**config.mk**
```make
export PLATFORM = sky130hd
export DESIGN_NAME = mem_access_stage
export DESIGN_NICKNAME = d
export VERILOG_FILES = /design/src/rtl/mem_access_stage.sv
export SDC_FILE = /design/constraint.sdc
export NUM_CORES = 1
export LEC_CHECK = 0
export ABC_AREA = 1
export CORE_AREA = 2 2 118 91
export DETAILED_ROUTE_END_ITERATION = 8
export DIE_AREA = 0 0 120 93
export PLACE_DENSITY = 0.76
export REMOVE_ABC_BUFFERS = 1
export SYNTH_ARGS = -nofsm -noshare
export SYNTH_HDL_FRONTEND = slang
export SYNTH_SLANG_ARGS = --single-unit
```
**constraint.sdc**
```tcl
create_clock -name clk -period 1.35 [get_ports clk]
set_input_delay 0.3375 -clock clk [delete_from_list [all_inputs] [get_ports clk]]
set_output_delay 0.3375 -clock clk [all_outputs]
set_load 0.005 [all_outputs]
```
**src/rtl/mem_access_stage.sv**
```systemverilog
// MEM pipeline stage: runs load/store accesses over a req/ack handshake to a
// variable-latency data memory. While an access is in flight it stalls the
// upstream stages and presents a bubble to MEM/WB. A per-access timeout
// forces completion and sets a sticky fault flag if the memory never acks.
module mem_access_stage #(
  parameter int DATA_WIDTH     = 16,
  parameter int REGADDR_WIDTH  = 4,
  parameter int TIMEOUT_CYCLES = 16
) (
  input  logic                     clk,
  input  logic                     reset,
  input  logic                     in_reg_write,
  input  logic                     in_mem_read,
  input  logic                     in_mem_write,
  input  logic                     in_is_jal,
  input  logic [DATA_WIDTH-1:0]    in_alu_result,
  input  logic [DATA_WIDTH-1:0]    in_store_data,
  input  logic [DATA_WIDTH-1:0]    in_jal_link_value,
  input  logic [REGADDR_WIDTH-1:0] in_rd,
  output logic                     dmem_req,
  output logic                     dmem_we,
  output logic [DATA_WIDTH-1:0]    dmem_addr,
  output logic [DATA_WIDTH-1:0]    dmem_wdata,
  input  logic                     dmem_ack,
  input  logic [DATA_WIDTH-1:0]    dmem_rdata,
  output logic                     stall,
  output logic                     mem_reg_write,
  output logic                     mem_mem_read,
  output logic                     mem_is_jal,
  output logic [DATA_WIDTH-1:0]    mem_read_data,
  output logic [DATA_WIDTH-1:0]    mem_alu_result,
  output logic [DATA_WIDTH-1:0]    mem_jal_link_value,
  output logic [REGADDR_WIDTH-1:0] mem_rd,
  output logic                     mem_fault
);

  // Counter only needs to reach TIMEOUT_CYCLES-1; BUSY is left on that value.
  localparam int CW = $clog2(TIMEOUT_CYCLES);
  localparam logic [CW-1:0] CNT_LAST = CW'(TIMEOUT_CYCLES - 1);

  typedef enum logic [1:0] {IDLE, BUSY, DONE} state_t;

  state_t                   state_q, state_d;
  logic [CW-1:0]            cnt_q;
  logic                     stall_c;
  logic                     access, timeout;

  // Fields latched from EX/MEM when the access starts
  logic                     l_reg_write, l_mem_read, l_is_jal;
  logic [DATA_WIDTH-1:0]    l_alu_result, l_jal_link_value, l_rdata;
  logic [REGADDR_WIDTH-1:0] l_rd;

  assign access  = in_mem_read | in_mem_write;
  assign timeout = (cnt_q == CNT_LAST);

  // Stall drops as soon as reset asserts, even with an access still at the inputs.
  assign stall = stall_c & reset;

  // State register
  always_ff @(posedge clk or negedge reset) begin
    if (!reset) state_q <= IDLE;
    else        state_q <= state_d;
  end

  // Next state plus MEM/WB-facing outputs; defaults form a bubble
  always_comb begin
    state_d            = state_q;
    stall_c            = 1'b0;
    mem_reg_write      = 1'b0;
    mem_mem_read       = 1'b0;
    mem_is_jal         = 1'b0;
    mem_read_data      = '0;
    mem_alu_result     = '0;
    mem_jal_link_value = '0;
    mem_rd             = '0;
    case (state_q)
      IDLE: begin
        if (access) begin
          stall_c = 1'b1;
          state_d = BUSY;
        end else begin
          mem_reg_write      = in_reg_write;
          mem_mem_read       = in_mem_read;
          mem_is_jal         = in_is_jal;
          mem_alu_result     = in_alu_result;
          mem_jal_link_value = in_jal_link_value;
          mem_rd             = in_rd;
        end
      end
      BUSY: begin
        stall_c = 1'b1;
        if (dmem_ack || timeout) state_d = DONE;
      end
      DONE: begin
        mem_reg_write      = l_reg_write;
        mem_mem_read       = l_mem_read;
        mem_is_jal         = l_is_jal;
        mem_read_data      = l_rdata;
        mem_alu_result     = l_alu_result;
        mem_jal_link_value = l_jal_link_value;
        mem_rd             = l_rd;
        state_d            = IDLE;
      end
      default: state_d = IDLE;
    endcase
  end

  // Access launch, memory handshake, data capture, timeout and sticky fault
  always_ff @(posedge clk or negedge reset) begin
    if (!reset) begin
      dmem_req         <= 1'b0;
      dmem_we          <= 1'b0;
      dmem_addr        <= '0;
      dmem_wdata       <= '0;
      mem_fault        <= 1'b0;
      cnt_q            <= '0;
      l_reg_write      <= 1'b0;
      l_mem_read       <= 1'b0;
      l_is_jal         <= 1'b0;
      l_alu_result     <= '0;
      l_jal_link_value <= '0;
      l_rd             <= '0;
      l_rdata          <= '0;
    end else begin
      case (state_q)
        IDLE: begin
          if (access) begin
            l_reg_write      <= in_reg_write;
            // A read+write combination is treated as a store
            l_mem_read       <= in_mem_read & ~in_mem_write;
            l_is_jal         <= in_is_jal;
            l_alu_result     <= in_alu_result;
            l_jal_link_value <= in_jal_link_value;
            l_rd             <= in_rd;
            dmem_req         <= 1'b1;
            dmem_we          <= in_mem_write;
            dmem_addr        <= in_alu_result;
            dmem_wdata       <= in_store_data;
            cnt_q            <= '0;
          end
        end
        BUSY: begin
          cnt_q <= cnt_q + CW'(1);
          // Ack takes priority over a coincident timeout
          if (dmem_ack) begin
            l_rdata  <= l_mem_read ? dmem_rdata : '0;
            dmem_req <= 1'b0;
          end else if (timeout) begin
            l_rdata   <= '0;
            mem_fault <= 1'b1;
            dmem_req  <= 1'b0;
          end
        end
        default: ;
      endcase
    end
  end

endmodule

```
==> metrics.yaml <==
grt.total_usage_pct: 23.9
path_clk_slew_ns: 0.06
max_slew_margin_pct: 32.3
synth-seq-cells: 80
syn_area_per_cell_um2: 7.86
grt_pass1_wl_um: 21000
fillers: 765
fin_crit_sh_pct: 143
setup_tns_ns: -33.35
leakagePower_nw: 3.59
hp-class: "in2async"
htreeDepth: 3
syn-cell-area_um2: 3730
vias_per_cell: 4.96
clkPwrFrac_pct: 17.3
die_area_um2: 11200
dp_hpwl_um: 8250
yosysSeqAreaShare_pct: 53.6
io_pins: 166
cts-root-buf: "clkbuf_16"
fin_crit_ns: 1.93
postRouteAntennaNets: 0
num_antenna_cells: 0
cp_top_family: "buffers and inverters"
hold_buffers: 0
grt_pass1_vias: 4244
hold_viol: 0
fp.dieH_um: 93
num_rows: 32
drtPass1Iterations: 5
crit_path_start_kind: "flop"
setup_ws_ns: -0.579
grt_antenna_before_repair: 0
synthTopCellsByArea: "dfrtp_1, nand2_1, o21ai_0"
violations: "negative setup slack"
end_kind: "output port"
max_stage_delay_ns: 0.43
crit_fanout: 6
vias: 4314
drcViolationCount: 0
setup.worst_path.class: "reg2out"
synth_edf_count: 0
synthArstFlopShare_pct: 100
slew_viol_final: 0
cts_tree: "yes"
synth_top_area_cell: "dfrtp_1"
initial_utilization_pct: 37.2
final_nets: 805
grt_overflow_total: 0
cp_cell_sequence: "inv_2 > buf_6 > nand2_8 > buf_16 > buf_6 > nor2_4 > buf_2"
fp.dieW_um: 120
synth.most_common_cell: "nand2_1"
power_frac_comb_pct: 52.6
drive_gt1_share_pct: 38.1
port_buffers: 165
finalSetupViolations: 114
worst-path-buf-inv: 5
ys_warn_count: 0
fmax_mhz: 519
cap_violations: 0
peakVddDrop_v: 0.00105
cp.arrival_ns: 1.59
syn_inst: 475
p_seq_share_pct: 30.1
required_ns: 1.01
insertion_delay_ns: 0.33
final_cells: 870
ys_types: 18
rsz0062_at_grt: "true"
path_common_cell: "buf_6"
wl_per_cell_um: 16.3
grt_max_degree: 81
cts.path.max_buffers: 2
placed_cells_incl_taps: 813
coreArea_um2: 10000
p_sw_mw: 5.39
cp_slowest_cell: "dfrtp_1"
yosysTopAreaCellShare_pct: 53.6
synth_common_cells: "nand2_1, dfrtp_1, o21ai_0, inv_1, nand3_1"
area.growth.synth_to_final_pct: 86.6
cts_made_buffers: 9
power.internal_mw: 8.87
cts.sinks: 80
outcome: "finished, violations left"
gp_congestion: 0.793
fin_worst_skew_ns: 0.00562
drt_iter0_drc: 294
totalWireLength_um: 14200
synth_top_flop_cell: "dfrtp_1"
worst_pin_slew_ns: 1.02
switching_share_pct: 37.8
powerDensity_nw_per_um2: 2050
-- power groups by stage --
stage	Sequential [mW]	Clock [mW]	Combinational (mW)
after floorplan	4.30	0	2.03
after global placement	4.16	0	5.52
after detailed placement	4.22	0	5.72
after CTS	4.21	2.51	6.20
after global routing	4.42	2.63	8.11
final	4.29	2.47	7.51
-- cell families (layout without fill, tap and decap cells) --
| group | after synthesis | count (layout) | synth area share, % |
|---|---|---|---|
| buffers and inverters | 92 | 351 | 9.82 |
| and+or+nand+nor | 221 | 221 | 25.1 |
| adders and majority gates | 1 | 1 | 0.335 |
| AOI/OAI and AO/OA | 81 | 81 | 11.2 |
| DFF | 80 | 80 | 53.6 |
-- final timing paths --
check,slack (ns),startpoint,cells after the start,to
setup / recovery,-0.58,state_q[0],7,mem_read_data[13]
hold / removal,0.31,reset,2,l_rdata[3]
setup reg to reg,-0.19,state_q[1],9,dmem_wdata[6]
hold reg to reg,0.48,dmem_we,2,dmem_we
max in group asynchronous,0.35,reset,2,state_q[1]
min in group clk,0.48,dmem_we,2,dmem_we
-- state kept, by name (all words and copies together), names as in the netlist --
name,flops
l_jal_link_value,16
l_reg_write,1
l_rdata,16
dmem_we,1
l_alu_result,16
l_mem_read,1
cnt_q,4
mem_fault,1
l_rd,4
state_q,2
dmem_req,1
dmem_wdata,16
l_is_jal,1
-- worst register-to-register path, stage by stage, from the launching register on --
cell and delay [ns]:
dfrtp_2 0.44, nor2_4 0.21, buf_6 0.14, o21ai_4 0.06, buf_12 0.15, buf_12 0.16, clkinv_4 0.05, buf_12 0.12
nand2_1 0.07, nand2_1 0.07
-- routing by layer --
metal  GRT usage (%)  wire length, µm  part of all wire [%]  up-vias
li1                -                -                     -     2031
met1            29.9             5990                    42     2064
met2            40.4             6930                    49      187
met3            6.46             1010                   7.1       32
met4            8.14              277                   2.0        0
met5               0                0                     0        -
-- cell type report --
class                   count  area [µm²]  share of cell area (%)
multi-input cells         303        1720                    24.7
inverters                  61         234                    3.36
flip-flops and latches     80        2000                    28.7
repair buffers            274        2530                    36.3
clock inverters             6        68.8                   0.988
clock buffers              10         239                    3.43
well taps                 136         170                    2.44
-- per-stage QoR --
stage	worst slack [ns]	utilization [%]	instance area [µm²]	power, mW	hold WS [ns]
detailed placement	-0.865	59.5	5980	9.94	0.459
CTS	-0.606	64.1	6440	12.9	0.350
floorplan	-1.37	-	3600	6.33	0.0419
global route	-0.620	69.3	6970	15.2	0.404
global placement	-0.911	59.5	5980	9.68	0.455
finish	-0.579	69.3	6970	14.3	0.307
-- cells in the final DEF (no fill, tap or decap), types with 2 or more instances in the layout --
cell	n
bufbuf_16	2
o21ai_0	4
clkbuf_16	12
clkdlybuf4s15_1	12
nor2_4	13
nand2_4	2
clkdlybuf4s50_1	71
o21ai_2	38
buf_16	6
or2_2	2
inv_1	59
nand2_2	9
nand2_1	123
buf_2	69
buf_12	9
nor2_2	7
nand4_1	17
dfrtp_1	79
o21ai_1	35
buf_4	70
dlygate4sd2_1	8
nand3_2	3
buf_6	22
nand3_1	43
clkinv_4	4
nand2_8	2
-- what timing repair did --
item	4_1_cts	5_1_grt
setup buffers	8	22
pin swaps	3	9
gates cloned	8	4
gates resized for setup	367	168
endpoints found under the setup margin	167	152
Note: power is estimated with default switching activity, not from simulation.
